<file path="config.mk">
export PLATFORM = sky130hd
export DESIGN_NAME = mem_bus_master_flat
export DESIGN_NICKNAME = d
export VERILOG_FILES = /design/src/rtl/mem_bus_master_if.sv /design/src/rtl/mem_bus_master.sv /design/src/flat_wrapper.sv
export SDC_FILE = /design/constraint.sdc
export NUM_CORES = 1
export LEC_CHECK = 0
export ABC_AREA = 1
export BUFFER_PORTS_ARGS = -buffer_cell sky130_fd_sc_hd__buf_2
export CORE_ASPECT_RATIO = 0.75
export CORE_MARGIN = 5
export CORE_UTILIZATION = 44
export DETAILED_ROUTE_END_ITERATION = 12
export GPL_ROUTABILITY_DRIVEN = 0
export PLACE_DENSITY_LB_ADDON = 0.3
export SLEW_MARGIN = 5
export SYNTH_ARGS = -nofsm -noshare
export SYNTH_HDL_FRONTEND = slang
export SYNTH_SLANG_ARGS = --single-unit
</file>
<file path="constraint.sdc">
create_clock -name clk -period 4.9 [get_ports clk]
set_clock_uncertainty 0.1 [all_clocks]
set_input_delay 0.49 -clock clk [delete_from_list [all_inputs] [get_ports clk]]
set_output_delay 0.49 -clock clk [all_outputs]
set_load 0.1 [all_outputs]
</file>
<file path="src/rtl/mem_bus_master_if.sv">
// mem_bus_master_if: core request/response handshake plus byte-wide synchronous memory port
interface mem_bus_master_if #(parameter int addrBusWidth = 8);
    logic                    reqValid, reqReady, reqWrite, reqWord;
    logic [addrBusWidth-1:0] reqAddr;
    logic [15:0]             reqData;
    logic                    rspValid;
    logic [15:0]             rspData;
    logic [addrBusWidth-1:0] memAddr;
    logic [7:0]              memDataOut, memDataIn;
    logic                    memWrite, memStrobe;
    modport master (
        input  reqValid, reqWrite, reqWord, reqAddr, reqData, memDataIn,
        output reqReady, rspValid, rspData, memAddr, memDataOut, memWrite, memStrobe
    );
    modport slave (
        output reqValid, reqWrite, reqWord, reqAddr, reqData, memDataIn,
        input  reqReady, rspValid, rspData, memAddr, memDataOut, memWrite, memStrobe
    );
endinterface

</file>
<file path="src/rtl/mem_bus_master.sv">
// mem_bus_master: sequences byte/word (big-endian) accesses onto a byte memory with one-cycle read latency
module mem_bus_master #(parameter int addrBusWidth = 8) (
    input logic              clk,
    input logic              reset,
    mem_bus_master_if.master bus
);
    typedef enum logic [2:0] {IDLE, ACC_HI, ACC_LO, WAIT, RESP} state_t;
    localparam logic [addrBusWidth-1:0] ONE = 1;
    state_t                  state_q, state_d;
    logic                    wr_q, wr_d, word_q, word_d, accept;
    logic [addrBusWidth-1:0] addr_q, addr_d, mem_addr_q, mem_addr_d;
    logic [15:0]             data_q, data_d, rsp_data_q, rsp_data_d;
    logic [7:0]              mem_dout_q, mem_dout_d;
    logic                    mem_wr_q, mem_wr_d, mem_stb_q, mem_stb_d, rsp_valid_q, rsp_valid_d;
    assign bus.reqReady   = reset & (state_q == IDLE);
    assign accept         = bus.reqValid & bus.reqReady;
    assign bus.memAddr    = mem_addr_q;
    assign bus.memDataOut = mem_dout_q;
    assign bus.memWrite   = mem_wr_q;
    assign bus.memStrobe  = mem_stb_q;
    assign bus.rspValid   = rsp_valid_q;
    assign bus.rspData    = rsp_data_q;
    always_comb begin
        case (state_q)
            IDLE:    state_d = accept ? ACC_HI : IDLE;
            ACC_HI:  state_d = word_q ? ACC_LO : wr_q ? RESP : WAIT;
            ACC_LO:  state_d = wr_q ? RESP : WAIT;
            WAIT:    state_d = RESP;
            default: state_d = IDLE;
        endcase
        wr_d        = accept ? bus.reqWrite : wr_q;
        word_d      = accept ? bus.reqWord : word_q;
        addr_d      = accept ? bus.reqAddr : addr_q;
        data_d      = accept ? bus.reqData : data_q;
        // Memory outputs are registered, so they are computed from the state being entered
        mem_stb_d   = state_d == ACC_HI || state_d == ACC_LO;
        mem_wr_d    = mem_stb_d & wr_d;
        mem_addr_d  = state_d == ACC_HI ? addr_d : state_d == ACC_LO ? addr_q + ONE : mem_addr_q;
        mem_dout_d  = state_d == ACC_HI ? (word_d ? data_d[15:8] : data_d[7:0]) :
                      state_d == ACC_LO ? data_q[7:0] : mem_dout_q;
        rsp_valid_d = state_d == RESP;
        rsp_data_d  = rsp_data_q;
        if (state_q == ACC_LO && !wr_q)
            rsp_data_d[15:8] = bus.memDataIn;
        if (state_q == WAIT)
            rsp_data_d = word_q ? {rsp_data_q[15:8], bus.memDataIn} : {8'h00, bus.memDataIn};
        if (state_d == RESP && wr_q)
            rsp_data_d = word_q ? data_q : {8'h00, data_q[7:0]};
    end
    always_ff @(posedge clk) begin
        if (!reset) begin
            state_q     <= IDLE;
            wr_q        <= 1'b0;
            word_q      <= 1'b0;
            addr_q      <= '0;
            data_q      <= '0;
            mem_addr_q  <= '0;
            mem_dout_q  <= '0;
            mem_wr_q    <= 1'b0;
            mem_stb_q   <= 1'b0;
            rsp_valid_q <= 1'b0;
            rsp_data_q  <= '0;
        end else begin
            state_q     <= state_d;
            wr_q        <= wr_d;
            word_q      <= word_d;
            addr_q      <= addr_d;
            data_q      <= data_d;
            mem_addr_q  <= mem_addr_d;
            mem_dout_q  <= mem_dout_d;
            mem_wr_q    <= mem_wr_d;
            mem_stb_q   <= mem_stb_d;
            rsp_valid_q <= rsp_valid_d;
            rsp_data_q  <= rsp_data_d;
        end
    end
endmodule

</file>
<file path="src/flat_wrapper.sv">
// flat-port wrapper written by rule: the top's interface ports become plain ports
module mem_bus_master_flat 
#(parameter int addrBusWidth = 8)
  (clk, reset, bus_reqValid, bus_reqWrite, bus_reqWord, bus_reqAddr, bus_reqData, bus_memDataIn, bus_reqReady, bus_rspValid, bus_rspData, bus_memAddr, bus_memDataOut, bus_memWrite, bus_memStrobe);
  mem_bus_master_if #(.addrBusWidth(addrBusWidth)) bus_i ();
  input logic clk;
  input logic reset;
  input wire logic [$bits(bus_i.reqValid)-1:0] bus_reqValid;
  input wire logic [$bits(bus_i.reqWrite)-1:0] bus_reqWrite;
  input wire logic [$bits(bus_i.reqWord)-1:0] bus_reqWord;
  input wire logic [$bits(bus_i.reqAddr)-1:0] bus_reqAddr;
  input wire logic [$bits(bus_i.reqData)-1:0] bus_reqData;
  input wire logic [$bits(bus_i.memDataIn)-1:0] bus_memDataIn;
  output wire logic [$bits(bus_i.reqReady)-1:0] bus_reqReady;
  output wire logic [$bits(bus_i.rspValid)-1:0] bus_rspValid;
  output wire logic [$bits(bus_i.rspData)-1:0] bus_rspData;
  output wire logic [$bits(bus_i.memAddr)-1:0] bus_memAddr;
  output wire logic [$bits(bus_i.memDataOut)-1:0] bus_memDataOut;
  output wire logic [$bits(bus_i.memWrite)-1:0] bus_memWrite;
  output wire logic [$bits(bus_i.memStrobe)-1:0] bus_memStrobe;
  assign bus_i.reqValid = bus_reqValid;
  assign bus_i.reqWrite = bus_reqWrite;
  assign bus_i.reqWord = bus_reqWord;
  assign bus_i.reqAddr = bus_reqAddr;
  assign bus_i.reqData = bus_reqData;
  assign bus_i.memDataIn = bus_memDataIn;
  assign bus_reqReady = bus_i.reqReady;
  assign bus_rspValid = bus_i.rspValid;
  assign bus_rspData = bus_i.rspData;
  assign bus_memAddr = bus_i.memAddr;
  assign bus_memDataOut = bus_i.memDataOut;
  assign bus_memWrite = bus_i.memWrite;
  assign bus_memStrobe = bus_i.memStrobe;
  mem_bus_master #(.addrBusWidth(addrBusWidth)) u_core (.clk(clk), .reset(reset), .bus(bus_i));
endmodule
</file>
==> results.txt, run 1 <==
- FMAX: 334 MHz
- For this design, the CTS-stage hold fixing added 0 buffers.
- Clock tree synthesis found a total of 64 sinks.
* Final core utilization: 0.547
* Number of storage elements in the synthesis netlist: 64
* Number of pins exceeding their max-slew limit in the final report: 0
* Type of the worst setup path: primary input to register
- After global routing the overflow that remains totals 0.
- Dividing total power by cell area gives a power density of roughly 450 nW/um2.
* Final clock period utilization by the worst path: 0.610
- For the worst flop-to-flop path, the logic depth is 9.
- In this run the post-CTS setup repair buffer count came out at 0.
- between 70 and 80 I/O pins were placed.
- The die covers 8930 um2.
- Area of the multi-input gates: 1550 um2
- Of the synthesized area, sequential elements account for 0.408.
* Violation count after the first detailed-routing iteration: between 200 and 250
- Final net count: about 580
- Clock network latency to the later pin of the worst-skew pair: about 0.35 ns
- Yosys printed 0 warnings.
- Starting utilization of the core area: 0.457
* 1st-pass router iterations: 4
- The routed layout has 3,115 vias.
- Die Y: just over 80 um
- The worst hold path belongs to the class primary input to register.
- Among cell families on the critical path, the largest total delay comes from simple AND/OR/NAND/NOR gates.
- The first global-routing pass estimated 13.4 mm of wire.
- Type of destination of the critical path: register
- The mapped netlist covers 3140 um2.
- The clock passes through at most 2 buffers.
- After legalization and detailed placement, the total HPWL measured 5.80 mm.
- The worst-case IR drop observed on VDD is ~0.18 mV.
- Largest net degree at the start of global routing: 46
- The cell that appears most often on the critical path is sky130_fd_sc_hd__nand2_1.
- The worst path meets setup with 1.91 ns of slack.
- Critical path required time: 5.09 ns
- Launching instance or port of the critical path: reset
* Routed vias/inst: a little under 5
- The region available for standard cell placement spans a little under 7000 um2.
- Summing all flip-flop and latch instances after layout gives around 1300 um2.
* Slowest CP cell: sky130_fd_sc_hd__nand3_4
- Site row count: 26
- Result of the run: finished, final reports clean
- PostCTS Resize Cnt: 0
* FILL cells: ~690
- Buffers added on ports: 72
- For flop-to-flop paths, the worst setup slack is between 2 and 2.5 ns.
- For this block, the routed nets add up to ~8.0 mm of wire.
- Setup repair after global routing missed its margin: false
- Clock slew seen by the registers of the worst setup and hold paths: about 0.070 ns
* WL/cell: 12.4 um
* CP cell instances: buf_2 > buf_4 > inv_2 > nor2_4 > nand3_4 > inv_2 > nand2_1 > nand2_1 > nand2_1 > nand3_1 > nand2_1 > nor2_1
- Critical-path maximum fanout: 45
- The number of antenna violations at the first check in global routing came to 0.
* Total power: between 1.5 and 2 mW
- In the global route stage, overall resource usage came out at 0.185.
* Setup Total Neg Slack: 0 ns
* Cts bufs inserted: 9
- Highest cell delay on the worst timing path: between 0.5 and 0.6 ns
- Residual DRC: 0
- In this run the number of cells on the critical path is 12.
- WP data arrival: 3.18 ns
- Relative to the synthesized area, the layout overhead comes to 19.7%.
* Slew @ Worst Pin: 0.777 ns
- In this run the horizontal extent of the chip is between 100 and 150 um.
* Fraction of final layout cells sized beyond drive strength 1: 0.199
* Vias in the first global route: about 2.9k
- The number of hold violations in the final report is 0.
- Terminus of the critical flop-to-flop path: u_core.bus.memDataOut[6]
- Final number of setup-violating endpoints: 0
- The netlist uses 30 different library cells.
- Cell count after synthesis: around 470
* Max capacitance violation total: 0
- CTS root buf: sky130_fd_sc_hd__clkbuf_8
- TritonCTS built the clock tree.
* Total nets after synthesis: 510
- The number of antenna diodes in the final layout is 0.
- Together, buffers and inverters on the worst path number 4.
* Shortest clock period the worst path allows after layout: about 3 ns
- Timing analysis after detailed placement gives a worst setup slack of approximately 1.6 ns.
- For this design the static power due to leakage is approximately 2 nW.
- Source of the worst register-to-register timing path: u_core.state_q[0]
- Synthesized area divided by synthesized cell count: approximately 6.6 um2
- H-tree depth reported by CTS: 3
* Headroom to the max-slew limit: 0.482
- The critical path ends at u_core.bus.memDataOut[6].
- STA classifies the critical path startpoint as a primary input.
- The detail route stage leaves a number of antenna-violating nets equal to 0.
final cells by class:
type	instances	area share
Timing Repair Buffer	73	0.0979
Tap cell	98	0.0326
Inverter	54	0.0546
Clock inverter	2	0.0160
Multi-Input combinational cell	335	0.412
Clock buffer	14	0.0460
Sequential cell	64	0.341
worst min path at each step:
stage                     startpoint                    end  slack, ns  cells past startpoint
2_1_floorplan       u_core.addr_q[6]       u_core.addr_q[6]       0.36                      2
3_3_place_gp   u_core.bus.memAddr[2]  u_core.bus.memAddr[2]       0.34                      2
3_5_place_dp   u_core.bus.memAddr[3]  u_core.bus.memAddr[3]       0.35                      2
4_1_cts               bus_reqAddr[1]  u_core.bus.memAddr[1]       0.28                      3
5_1_grt               bus_reqAddr[1]  u_core.bus.memAddr[1]       0.28                      3
6_report              bus_reqAddr[1]  u_core.bus.memAddr[1]       0.28                      3
synth_stat cells:
| cell | n | share of area |
|---|---|---|
| sky130_fd_sc_hd__o21ai_1 | 1 | 0.0016 |
| sky130_fd_sc_hd__nand3_1 | 38 | 0.061 |
| sky130_fd_sc_hd__inv_4 | 1 | 0.0020 |
| sky130_fd_sc_hd__nor4_4 | 1 | 0.0068 |
| sky130_fd_sc_hd__clkbuf_1 | 7 | 0.0084 |
| sky130_fd_sc_hd__inv_1 | 47 | 0.056 |
| sky130_fd_sc_hd__a21oi_1 | 24 | 0.038 |
| sky130_fd_sc_hd__inv_2 | 6 | 0.0072 |
| sky130_fd_sc_hd__dfxtp_1 | 64 | 0.41 |
| sky130_fd_sc_hd__o211ai_1 | 5 | 0.012 |
| sky130_fd_sc_hd__nor2_2 | 6 | 0.012 |
| sky130_fd_sc_hd__buf_2 | 8 | 0.013 |
| sky130_fd_sc_hd__buf_1 | 1 | 0.0012 |
| sky130_fd_sc_hd__nor3_1 | 1 | 0.0016 |
| sky130_fd_sc_hd__o21ai_0 | 13 | 0.021 |
| sky130_fd_sc_hd__nor2_1 | 39 | 0.047 |
| sky130_fd_sc_hd__xor2_1 | 3 | 0.0084 |
| sky130_fd_sc_hd__nand2_1 | 175 | 0.21 |
| sky130_fd_sc_hd__nand2_4 | 1 | 0.0036 |
| sky130_fd_sc_hd__a211oi_1 | 1 | 0.0024 |
| sky130_fd_sc_hd__buf_6 | 3 | 0.011 |
| sky130_fd_sc_hd__xnor2_1 | 1 | 0.0028 |
| sky130_fd_sc_hd__nand4_1 | 18 | 0.036 |
| sky130_fd_sc_hd__nor2_4 | 2 | 0.0072 |
| sky130_fd_sc_hd__nand2_2 | 1 | 0.0020 |
| sky130_fd_sc_hd__nor4_1 | 1 | 0.0020 |
| sky130_fd_sc_hd__nand3_4 | 1 | 0.0056 |
| sky130_fd_sc_hd__ha_1 | 1 | 0.0040 |
| sky130_fd_sc_hd__o21ai_2 | 1 | 0.0028 |
| sky130_fd_sc_hd__nand4_4 | 1 | 0.0068 |
sequential cells by signal, indices dropped and copies added (netlist names):
signal	flops
u_core.data_q	16
u_core.bus.memStrobe	1
u_core.bus.rspData	16
u_core.state_q	3
u_core.bus.memAddr	8
u_core.bus.memDataOut	8
u_core.addr_q	8
u_core.word_q	1
u_core.wr_q	1
u_core.bus.memWrite	1
u_core.bus.rspValid	1
power breakdown:
part | internal, mW | switching, mW | leakage (nW)
logic | 0.110 | 0.450 | 1.31
registers | 0.574 | 0.0376 | 0.521
clock network | 0.329 | 0.194 | 0.117
total | 1.01 | 0.682 | 1.95
placed cells by master (no fill, tap or decap), types with 2 or more instances in the layout:
master,instances
sky130_fd_sc_hd__inv_1,47
sky130_fd_sc_hd__dfxtp_1,64
sky130_fd_sc_hd__o21ai_0,13
sky130_fd_sc_hd__nor2_4,2
sky130_fd_sc_hd__nor2_2,6
sky130_fd_sc_hd__xor2_1,3
sky130_fd_sc_hd__clkbuf_8,12
sky130_fd_sc_hd__a21oi_1,24
sky130_fd_sc_hd__inv_2,6
sky130_fd_sc_hd__clkbuf_1,2
sky130_fd_sc_hd__o211ai_1,5
sky130_fd_sc_hd__nand4_1,18
sky130_fd_sc_hd__nand2_1,175
sky130_fd_sc_hd__buf_2,72
sky130_fd_sc_hd__nand3_1,38
sky130_fd_sc_hd__nor2_1,39
sky130_fd_sc_hd__bufinv_16,2
routing by layer:
metal	global-route usage	vias up	wire [um]
met5	0	-	0
met4	0.0482	0	129
met3	0.0620	11	455
met2	0.281	77	3560
met1	0.253	1403	3810
li1	-	1624	-
worst reg2reg max path, delay by kind of cell, from the launching register on:
family	cells	cell delay (ns)
flip-flops	1	0.36
buffers and inverters	1	0.47
AND/OR/NAND/NOR	8	1.69
cells by family after synthesis:
group,Yosys count,share of synthesized area
AOI/OAI and AO/OA,45,0.0778
xor gates and xnor gates,4,0.0112
adders and majority gates,1,0.00399
buffers and inverters,73,0.0985
DFF,64,0.408
and+or+nand+nor,285,0.400
metrics by stage:
stage / cells / hold WS (ns) / instance area [um2]
floorplan: 472 / 0.355 / 3140
global placement: 624 / 0.341 / 3520
detailed placement: 624 / 0.353 / 3520
CTS: 640 / 0.279 / 3760
global route: 640 / 0.280 / 3760
finish: 640 / 0.279 / 3760
(Power assumes the default switching activity.)
==> run 2: changes to the inputs <==
- clock period: 4.9 -> 2.6 ns (I/O delays scaled with it)
==> run 2 against run 1 <==
Non-clock buffer count is 6 higher. Sequential share of layout area about the same. Largest cell class unchanged. Register-to-register slack got worse by 1.6 ns.
==> results.txt, run 2 (synthesized netlist as in run 1, its figures left out) <==
- The run finished with clean final reports.
- H-tree depth reported by CTS: 3 (unchanged)
- Of the available clock period, the critical path in the final layout requires 0.755.
* Setup Total Neg Slack: 0 ns (unchanged)
- Total overflow reported by the global router: 0 (unchanged)
- The most critical setup path has its endpoint at u_core.bus.memDataOut[6].
- DP Wirelength: 6.34 mm (+9.3%)
- Met2 wire len: 3.76 mm (+5.4%)
* Routed via count: 3,232 (+3.8%)
* FMAX: 509 MHz
* Source of the worst register-to-register timing path: u_core.state_q[0]
- The height of the die is 83.1 um (unchanged).
- In this run the worst hold path is classified as primary input to register.
- The die extent in x came to 107 um (unchanged).
- The post-CTS setup buffer count came to 0 (unchanged).
* Residual antenna-violating net count after detailed routing: 0 (unchanged)
- Vias in the first global route: 3,136 (+8.2%)
- The area occupied by registers was 1280 um2 (unchanged).
- The highest layer touched by signal routing is met4.
* Setup slack on the worst flop-to-flop path: 0.64 ns (-1.59 ns)
* Count of final hold-check violations: 0 (unchanged)
- Setup repair after global routing missed its margin: false
- The transition time at the pin with the least slew margin is 0.611 ns (-0.166 ns).
* Total power: 3.03 mW (+79%)
- Area of the multi-input gates: 1550 um2 (+0.40%)
* Cts bufs inserted: 9 (unchanged)
- The power density over the cells was 806 nW/um2 (+79%).
* Antenna violations before repair: 0 (unchanged)
* Total number of clock tree sinks: 64 (unchanged)
- STA classifies the critical path endpoint as a register.
- Total GRT Usage: 0.199 (+0.0140)
- The root buffer cell chosen for the clock tree is sky130_fd_sc_hd__clkbuf_8.
* Critical-path maximum fanout: 33 (-27%)
- Number of pins exceeding their max-slew limit in the final report: 0 (unchanged)
* Static leakage power: 1.97 nW (+0.64%)
* Highest ir drop seen on vdd: 0.386 mV (+110%)
- WL/cell: 13.2 um (+6.3%)
- The number of top-level design ports is 73 (unchanged).
* Headroom to the max-slew limit: 0.592 (+0.111)
* Buffers added on ports: 72 (unchanged)
- The cell row count was 26 (unchanged).
* Floorplan Core Area: 6860 um2 (unchanged)
* WP data arrival: 2.14 ns (-1.04 ns)
* Number of antenna cells inserted: 0 (unchanged)
- The wire length on met1 is 4.03 mm (+5.7%).
- Cell Count Post-Placement: 630 (+0.96%)
- Commonest cells after routing, fill and taps aside: sky130_fd_sc_hd__nand2_1 (175), sky130_fd_sc_hd__buf_2 (72), sky130_fd_sc_hd__dfxtp_1 (64)
- Violation count after the first detailed-routing iteration: 239 (+11%)
- Final net count: 581 (+1.0%)
- The number of fill cells in the layout came to 698 (+1.5%).
- Final number of setup-violating endpoints: 0 (unchanged)
* First-pass GRT wire length: 14.5 mm (+8.5%)
* Shortest clock period the worst path allows after layout: 1.96 ns
* 1st-pass router iterations: 4 (unchanged)
* Terminus of the critical flop-to-flop path: u_core.bus.memDataOut[6]
- The fraction of layout instances using a drive strength above 1 is 0.212 (+0.0124).
- Routed vias/inst: 5.00 (+2.8%)
- Starting utilization of the core area: 0.457 (unchanged)
- PostCTS Resize Cnt: 0 (unchanged)
- The critical path is of the register to register type.
- Max Buffers Root-to-Sink: 2 (unchanged)
- Die area: 8930 um2 (unchanged)
- Largest net degree at the start of global routing: 35 (-24%)
- Non-Filler Instances: 646 (+0.94%)
- Critical path required time: 2.77 ns (-2.32 ns)
- The library cell used most frequently in the layout, excluding fill and tap cells, is sky130_fd_sc_hd__nand2_1.
* Residual DRC: 0 (unchanged)
* Number of buffers inserted for hold repair after clock tree synthesis: 0 (unchanged)
- The clock latency on the worst-skew pair came to 0.34 ns (about the same).
- TritonCTS clock tree: done
- Detail Route met3 WL: 614 um (+35%)
* Area growth, synth to finish: 19.8% (about the same)
- The number of max-cap violations came to 0 (unchanged).
- The aggregate routed wire length is 8.54 mm (+7.3%).
* Launching instance or port of the critical path: u_core.state_q[0]
* FF-to-FF path depth: 9 (unchanged)
- Clock slew seen by the registers of the worst setup and hold paths: 0.07 ns (about the same)
- The worst setup path is launched from a register.
## run 2: stage by stage
stage	worst slack (ns)	instance area, um2	util	hold WS (ns)
after floorplan	0.134	3140	-	0.286
after global placement	0.677	3570	0.521	0.337
after detailed placement	0.627	3570	0.521	0.347
after CTS	0.639	3760	0.548	0.0536
after global routing	0.423	3760	0.548	0.0595
final	0.637	3760	0.548	0.0613
## run 2: critical path, cell delays in order, from the launching register on
cell	delay, ns
sky130_fd_sc_hd__dfxtp_1	0.37
sky130_fd_sc_hd__nor2_2	0.20
sky130_fd_sc_hd__nand3_4	0.35
sky130_fd_sc_hd__inv_2	0.41
sky130_fd_sc_hd__nand2_1	0.12
sky130_fd_sc_hd__nand2_1	0.08
sky130_fd_sc_hd__nand2_1	0.04
sky130_fd_sc_hd__nand3_1	0.08
sky130_fd_sc_hd__nand2_1	0.05
sky130_fd_sc_hd__nor2_1	0.09
## run 2: final cells by class
type	count	area share
clock buffers	13	0.0449
clock inverters	3	0.00399
inverters	54	0.0546
multi-input cells	335	0.413
flip-flops and latches	64	0.341
well taps	98	0.0326
repair buffers	79	0.110
## run 2: where the power goes
| part | internal (mW) | leakage [nW] | switching, mW |
|---|---|---|---|
| registers | 1.08 | 0.521 | 0.0722 |
| clock network | 0.420 | 0.0992 | 0.365 |
| logic | 0.228 | 1.35 | 0.864 |
## run 2: worst min path at each step
stage                               start                    end  cells past startpoint
finish                     bus_reqAddr[1]       u_core.addr_q[1]                      3
global route               bus_reqAddr[1]  u_core.bus.memAddr[1]                      3
CTS                        bus_reqAddr[1]       u_core.addr_q[1]                      3
detailed placement  u_core.bus.memAddr[2]  u_core.bus.memAddr[2]                      2
global placement    u_core.bus.memAddr[2]  u_core.bus.memAddr[2]                      2
floorplan                  bus_reqAddr[0]  u_core.bus.memAddr[0]                      2
## run 2: routing by layer
metal	GRT usage	vias to the layer above
li1	-	1634
met1	0.282	1469
met2	0.290	117
met3	0.0558	12
met4	0.0665	0
met5	0	-
